===== config.mk =====
export PLATFORM = sky130hd
export DESIGN_NAME = rowcache_sched
export DESIGN_NICKNAME = d
export VERILOG_FILES = /design/src/rtl/rowcache_pkg.sv /design/src/rtl/rr_arbiter.sv /design/src/rtl/rowcache_sched.sv
export SDC_FILE = /design/constraint.sdc
export NUM_CORES = 2
export LEC_CHECK = 0
export CORE_MARGIN = 10
export CORE_UTILIZATION = 52
export CTS_CLUSTER_SIZE = 8
export DETAILED_ROUTE_END_ITERATION = 8
export PLACE_DENSITY = 0.69
export SYNTH_ARGS = -nofsm -noshare
export SYNTH_HDL_FRONTEND = slang
export SYNTH_SLANG_ARGS = --single-unit

===== constraint.sdc =====
create_clock -name clk -period 64.5 [get_ports clk]
set_clock_uncertainty 0.15 [all_clocks]
set_input_delay 19.35 -clock clk [delete_from_list [all_inputs] [get_ports clk]]
set_output_delay 19.35 -clock clk [all_outputs]
set_load 0.01 [all_outputs]

===== src/rtl/rowcache_pkg.sv =====
// Shared types and default sizing for the row-cache scheduler.
package rowcache_pkg;

   localparam int unsigned NENT = 32;
   localparam int unsigned ROWW = 17;
   localparam int unsigned IDXW = $clog2(NENT);

   typedef struct packed {
      logic            valid;
      logic            dirty;
      logic [ROWW-1:0] row;
   } cache_tag_t;

   typedef enum logic [2:0] {
      StIdle,
      StLookup,
      StEvict,
      StFill,
      StResp
   } state_e;

endpackage


===== src/rtl/rr_arbiter.sv =====
// Round-robin arbiter: grants the first set request at or above ptr_i, with wrap.
module rr_arbiter #(
   parameter int unsigned NREQ = 4,
   parameter int unsigned PTRW = (NREQ > 1) ? $clog2(NREQ) : 1
) (
   input  logic [NREQ-1:0] req_i,
   input  logic [PTRW-1:0] ptr_i,
   output logic            gnt_valid_o,
   output logic [NREQ-1:0] gnt_o,
   output logic [PTRW-1:0] gnt_idx_o
);

   always_comb begin
      logic [PTRW-1:0] idx;
      idx         = '0;
      gnt_valid_o = 1'b0;
      gnt_o       = '0;
      gnt_idx_o   = '0;
      for (int unsigned k = 0; k < NREQ; k++) begin
         idx = PTRW'((32'(ptr_i) + k) % NREQ);
         if (!gnt_valid_o && req_i[idx]) begin
            gnt_valid_o = 1'b1;
            gnt_o[idx]  = 1'b1;
            gnt_idx_o   = idx;
         end
      end
   end

endmodule


===== src/rtl/rowcache_sched.sv =====
// Row-cache tag scheduler: arbitrates bank requests, looks up a fully-associative
// tag array and sequences victim writeback / row fetch on a miss.
module rowcache_sched
   import rowcache_pkg::*;
#(
   parameter int unsigned NREQ = 4
) (
   input  logic                 clk,
   input  logic                 rst,
   input  logic [NREQ-1:0]      req_valid,
   input  logic [NREQ-1:0]      req_wr,
   input  logic [NREQ*ROWW-1:0] req_row,
   output logic [NREQ-1:0]      done,
   output logic [IDXW-1:0]      rsp_idx,
   output logic                 rsp_hit,
   output logic                 mem_cmd_valid,
   output logic                 mem_cmd_wb,
   output logic [ROWW-1:0]      mem_cmd_row,
   output logic [IDXW-1:0]      mem_cmd_idx,
   input  logic                 mem_ack,
   output logic                 busy
);

   localparam int unsigned PTRW = (NREQ > 1) ? $clog2(NREQ) : 1;

   state_e          state_q, state_d;
   cache_tag_t      tags_q [NENT];
   cache_tag_t      tags_d [NENT];
   logic [PTRW-1:0] ptr_q, ptr_d;
   logic [PTRW-1:0] grant_q, grant_d;
   logic [NREQ-1:0] gnt_oh_q, gnt_oh_d;
   logic            wr_q, wr_d;
   logic [ROWW-1:0] row_q, row_d;
   logic [IDXW-1:0] idx_q, idx_d;
   logic [IDXW-1:0] vptr_q, vptr_d;
   logic            hit_q, hit_d;

   logic            gnt_valid;
   logic [NREQ-1:0] gnt_oh;
   logic [PTRW-1:0] gnt_idx;

   rr_arbiter #(
      .NREQ (NREQ),
      .PTRW (PTRW)
   ) u_arb (
      .req_i       (req_valid),
      .ptr_i       (ptr_q),
      .gnt_valid_o (gnt_valid),
      .gnt_o       (gnt_oh),
      .gnt_idx_o   (gnt_idx)
   );

   logic            hit_any, free_any;
   logic [IDXW-1:0] hit_idx, free_idx, victim;

   // Descending scan so the lowest matching / lowest free index wins.
   always_comb begin
      hit_any  = 1'b0;
      hit_idx  = '0;
      free_any = 1'b0;
      free_idx = '0;
      for (int i = int'(NENT) - 1; i >= 0; i--) begin
         if (tags_q[i].valid && (tags_q[i].row == row_q)) begin
            hit_any = 1'b1;
            hit_idx = IDXW'(i);
         end
         if (!tags_q[i].valid) begin
            free_any = 1'b1;
            free_idx = IDXW'(i);
         end
      end
   end

   assign victim = free_any ? free_idx : vptr_q;

   always_comb begin
      state_d  = state_q;
      tags_d   = tags_q;
      ptr_d    = ptr_q;
      grant_d  = grant_q;
      gnt_oh_d = gnt_oh_q;
      wr_d     = wr_q;
      row_d    = row_q;
      idx_d    = idx_q;
      vptr_d   = vptr_q;
      hit_d    = hit_q;

      done          = '0;
      rsp_idx       = '0;
      rsp_hit       = 1'b0;
      mem_cmd_valid = 1'b0;
      mem_cmd_wb    = 1'b0;
      mem_cmd_row   = '0;
      mem_cmd_idx   = '0;
      busy          = (state_q != StIdle);

      unique case (state_q)
         StIdle: begin
            if (gnt_valid) begin
               grant_d  = gnt_idx;
               gnt_oh_d = gnt_oh;
               wr_d     = |(req_wr & gnt_oh);
               row_d    = req_row[32'(gnt_idx) * ROWW +: ROWW];
               state_d  = StLookup;
            end
         end
         StLookup: begin
            if (hit_any) begin
               idx_d = hit_idx;
               hit_d = 1'b1;
               if (wr_q) tags_d[hit_idx].dirty = 1'b1;
               state_d = StResp;
            end else begin
               idx_d = victim;
               hit_d = 1'b0;
               if (!free_any) vptr_d = vptr_q + 1'b1;
               state_d = (tags_q[victim].valid && tags_q[victim].dirty) ? StEvict : StFill;
            end
         end
         StEvict: begin
            mem_cmd_valid = 1'b1;
            mem_cmd_wb    = 1'b1;
            mem_cmd_row   = tags_q[idx_q].row;
            mem_cmd_idx   = idx_q;
            if (mem_ack) state_d = StFill;
         end
         StFill: begin
            mem_cmd_valid = 1'b1;
            mem_cmd_row   = row_q;
            mem_cmd_idx   = idx_q;
            if (mem_ack) begin
               tags_d[idx_q].valid = 1'b1;
               tags_d[idx_q].dirty = wr_q;
               tags_d[idx_q].row   = row_q;
               state_d             = StResp;
            end
         end
         StResp: begin
            done    = gnt_oh_q;
            rsp_idx = idx_q;
            rsp_hit = hit_q;
            ptr_d   = (grant_q == PTRW'(NREQ - 1)) ? '0 : grant_q + 1'b1;
            state_d = StIdle;
         end
         default: state_d = StIdle;
      endcase
   end

   always_ff @(posedge clk or posedge rst) begin
      if (rst) begin
         state_q  <= StIdle;
         ptr_q    <= '0;
         grant_q  <= '0;
         gnt_oh_q <= '0;
         wr_q     <= 1'b0;
         row_q    <= '0;
         idx_q    <= '0;
         vptr_q   <= '0;
         hit_q    <= 1'b0;
         for (int i = 0; i < int'(NENT); i++) tags_q[i] <= '0;
      end else begin
         state_q  <= state_d;
         ptr_q    <= ptr_d;
         grant_q  <= grant_d;
         gnt_oh_q <= gnt_oh_d;
         wr_q     <= wr_d;
         row_q    <= row_d;
         idx_q    <= idx_d;
         vptr_q   <= vptr_d;
         hit_q    <= hit_d;
         tags_q   <= tags_d;
      end
   end

endmodule


==> impl_metrics.env <==
export IMPL_max_cap_violations=0
export IMPL_ff_latch_area_sq_mm=0.01624
export IMPL_timing_setup_tns_ns=0
export IMPL_hold_end="gnt_oh_q[0]"
export IMPL_clk_pin_slew_ns=0.05
export IMPL_ys_flop_type="dfrtp_1"
export IMPL_fp_dieH_um=286.1
export IMPL_yosysMostFrequentCell="dfrtp_1"
export IMPL_ir_drop_mv=0.03192
export IMPL_clk_insertion_delay_late_ns=0.66
export IMPL_port_buffers=113
export IMPL_min_from="gnt_oh_q[0]"
export IMPL_numCtsBuffers=91
export IMPL_syn_area_per_cell_sq_um=10.84
export IMPL_dieWidth_um=286.1
export IMPL_vias_per_cell=6.592
export IMPL_cts_tree="yes"
export IMPL_place_hpwl_um=89910
export IMPL_cellLeakagePower_uw=0.01729
export IMPL_antenna_cells=0
export IMPL_finalNetCount=3477
export IMPL_grt_pass1_wl_um=192400
export IMPL_cts_root_buf="clkbuf_16"
export IMPL_layout_drive_gt1_share_pct=18.29
export IMPL_crit_type="reg -> out"
export IMPL_power_total_uw=1702
export IMPL_yosys_area_top_type="dfrtp_1"
export IMPL_dr_pass1_iters=8
export IMPL_vias=28690
export IMPL_ys_warnings_count=0
export IMPL_drc=0
export IMPL_clkPwrFrac_pct=25.5
export IMPL_post_cts_buffers=0
export IMPL_fillCellCount=5875
export IMPL_wl_per_cell_um=29.71
export IMPL_postSynthCellCount=3394
export IMPL_antenna_left=0
export IMPL_rrSetupSlack_ns=59.16
export IMPL_seqPwrFrac_pct=32.7
export IMPL_min_path_type="reg -> reg"
export IMPL_internal_power_uw=1002
export IMPL_h_tree_depth=3
export IMPL_cpPeakStageDelay_ns=0.89
export IMPL_fmax_mhz=40.09
export IMPL_fin_crit_sh_pct=38.67
export IMPL_period_needed_ns=24.94
export IMPL_wl_um=129300
export IMPL_synthDominantCellAreaShare_pct=44.06
export IMPL_grt_overflow=0
export IMPL_grt_use_total_pct=31.38
export IMPL_slew_violations=0
export IMPL_yosys_top_cells_area="dfrtp_1 (44%), xnor2_1 (9.9%), mux4_2 (8.6%), mux2_2 (8.0%), nand2_1 (5.4%)"
export IMPL_status="completed"
export IMPL_final_cells=4352
export IMPL_core_rowCount=97
export IMPL_critPathMaxFanout=51
export IMPL_ys_seq_area_share_pct=44.06
export IMPL_regToRegEndpoint="tags_q[112]"
export IMPL_hold_depth=2
export IMPL_setup_viol_count_final=0
export IMPL_async_flop_share_pct=100.0
export IMPL_power_switching_uw=699.1
export IMPL_cpMostUsedCell="buf_4"
export IMPL_critPathLaunchType="flop"
export IMPL_rsz0062_at_grt="false"
export IMPL_combPwrFrac_pct=41.9
export IMPL_max_slew_margin_pct=7.232
export IMPL_finish_utilization_pct=58.07
export IMPL_core_sq_mm=0.07015
export IMPL_grt_start_max_net_pins=170
export IMPL_reg2regPathDepth=11
export IMPL_initialDrtViolationCount=3367
export IMPL_netlist_area_sq_mm=0.03681
export IMPL_p_sw_share_pct=41.08
export IMPL_multi_input_area_sq_mm=0.01908
export IMPL_critical_path_cell_chain="buf_4, buf_4, mux4_2, a22o_1, a221oi_1, and3_1, o21ai_0, clkdlybuf4s50_1"
export IMPL_ys_types=77
export IMPL_synth_enable_flop_cells=0
export IMPL_synth_top_cells_by_count="dfrtp_1 (648), nand2_1 (526), xnor2_1 (417), o21ai_0 (330), mux2_2 (261)"
export IMPL_pre_cts_ws_ns=40.23
export IMPL_power_density_mw_per_mm2=41.77
export IMPL_crit_slowest_cell="buf_4"
export IMPL_first_global_vias=28830
export IMPL_worst_slack_ns=39.56
export IMPL_cts_hold_buf=0
export IMPL_cp_arrival_ns=5.44
export IMPL_io_pins=114
export IMPL_synth_seq_cells=648
export IMPL_syn_num_nets=3479
export IMPL_reg2reg_from="row_q[5]"
export IMPL_gp_congestion=0.9914
export IMPL_tightest_slew_ns=1.388
export IMPL_cts_sinks=648
export IMPL_max_clock_path_buffers=3
export IMPL_start_util_pct=52.47
export IMPL_endpoint_kind="primary output"
export IMPL_cts_resized=0
export IMPL_dp_cells=4239
export IMPL_area_delta_synth_final_pct=10.67
export IMPL_finalHoldViolations=0
export IMPL_cp_required_ns=45.00
export IMPL_antenna_found_initial=4
export IMPL_dieArea_sq_mm=0.08182
-- routing by layer --
layer  up-vias  global-route usage (%)  routed length, um
li1      11950                       -                  -
met1     14430                   39.68              48890
met2      1836                   47.55              57710
met3       459                   8.214              13520
met4         4                   19.87               9165
met5         -                       0                 26
-- through the flow --
stage | hold slack (ns) | cell area [sq um]
6_report | 0.3290 | 40740
3_3_place_gp | 0.3079 | 38280
5_1_grt | 0.3713 | 40740
4_1_cts | 0.3306 | 40740
3_5_place_dp | 0.3205 | 38280
2_1_floorplan | 0.2832 | 36810
-- cells in the final DEF (no fill, tap or decap), types with 11 or more instances in the layout --
cell type        synthesis  final
nor2_1                  30     30
a31oi_1                 11     11
a22oi_1                 54     54
nand2_1                526    525
nand4_1                143    143
and2_1                  22     22
nand2b_1                37     37
clkdlybuf4s50_1          0    113
nor3_1                  35     34
clkbuf_16                0     93
buf_4                   32     73
nand3_1                 19     19
o21ai_1                 24     24
mux2_2                 261    261
mux4_2                 140    140
o21ai_0                330    330
clkbuf_1               175     14
and3_1                  12     12
dfrtp_1                648    629
inv_1                   19     18
a221oi_1                13     13
dfrtp_2                  0     17
xor2_1                 131    131
mux2i_1                 70     70
nor4_1                  38     38
xnor2_1                417    417
-- power groups by stage --
stage / Sequential, uW / Clock [uW] / Combinational, uW
finish: 556 / 433 / 713
global route: 559 / 455 / 751
CTS: 551 / 437 / 701
detailed placement: 557 / 0 / 697
global placement: 555 / 0 / 689
floorplan: 493 / 0 / 549
-- worst max-delay path: cells and delay by family (launching register included) --
family | cells | cell delay (ns)
buffers and inverters | 3 | 2.12
AND/OR/NAND/NOR | 1 | 0.26
AO/OA/AOI/OAI | 3 | 1.00
flip-flops | 1 | 0.73
multiplexers | 1 | 0.62
-- worst max-delay path by stage --
stage              from             end  slack, ns  cells after the start
2_1_floorplan       rst     gnt_oh_q[0]      26.84                      1
3_3_place_gp   idx_q[0]  mem_cmd_row[4]      40.27                      8
3_5_place_dp   idx_q[0]  mem_cmd_row[4]      40.23                      8
4_1_cts        idx_q[0]  mem_cmd_row[4]      39.55                      8
5_1_grt        idx_q[0]  mem_cmd_row[4]      39.27                      8
6_report       idx_q[0]  mem_cmd_row[4]      39.56                      8
-- cell type report --
class / instances / share of cell area (%)
well taps: 940 / 2.887
clock inverters: 5 / 0.1444
flip-flops and latches: 648 / 39.88
clock buffers: 108 / 5.876
multi-input cells: 2445 / 46.85
inverters: 19 / 0.1935
repair buffers: 187 / 4.171
-- state kept, by name (all words and copies together) (netlist names) --
register and flops:
vptr_q 5, gnt_oh_q 4, hit_q 1, idx_q 5, state_q 3, wr_q 1, grant_q 2, row_q 17
tags_q 608, ptr_q 2
-- logic make-up (layout without fill, tap and decap cells) --
logic type / Yosys count / count (layout) / share of synthesized area, %
fa+ha+maj: 6 / 6 / 0.2040
flops: 648 / 648 / 44.06
xor+xnor: 548 / 548 / 13.04
buf+inv: 301 / 319 / 4.178
mux: 478 / 478 / 18.67
compound gates: 510 / 510 / 8.220
simple gates: 903 / 903 / 11.63
Note: power is estimated with default switching activity, not from simulation.
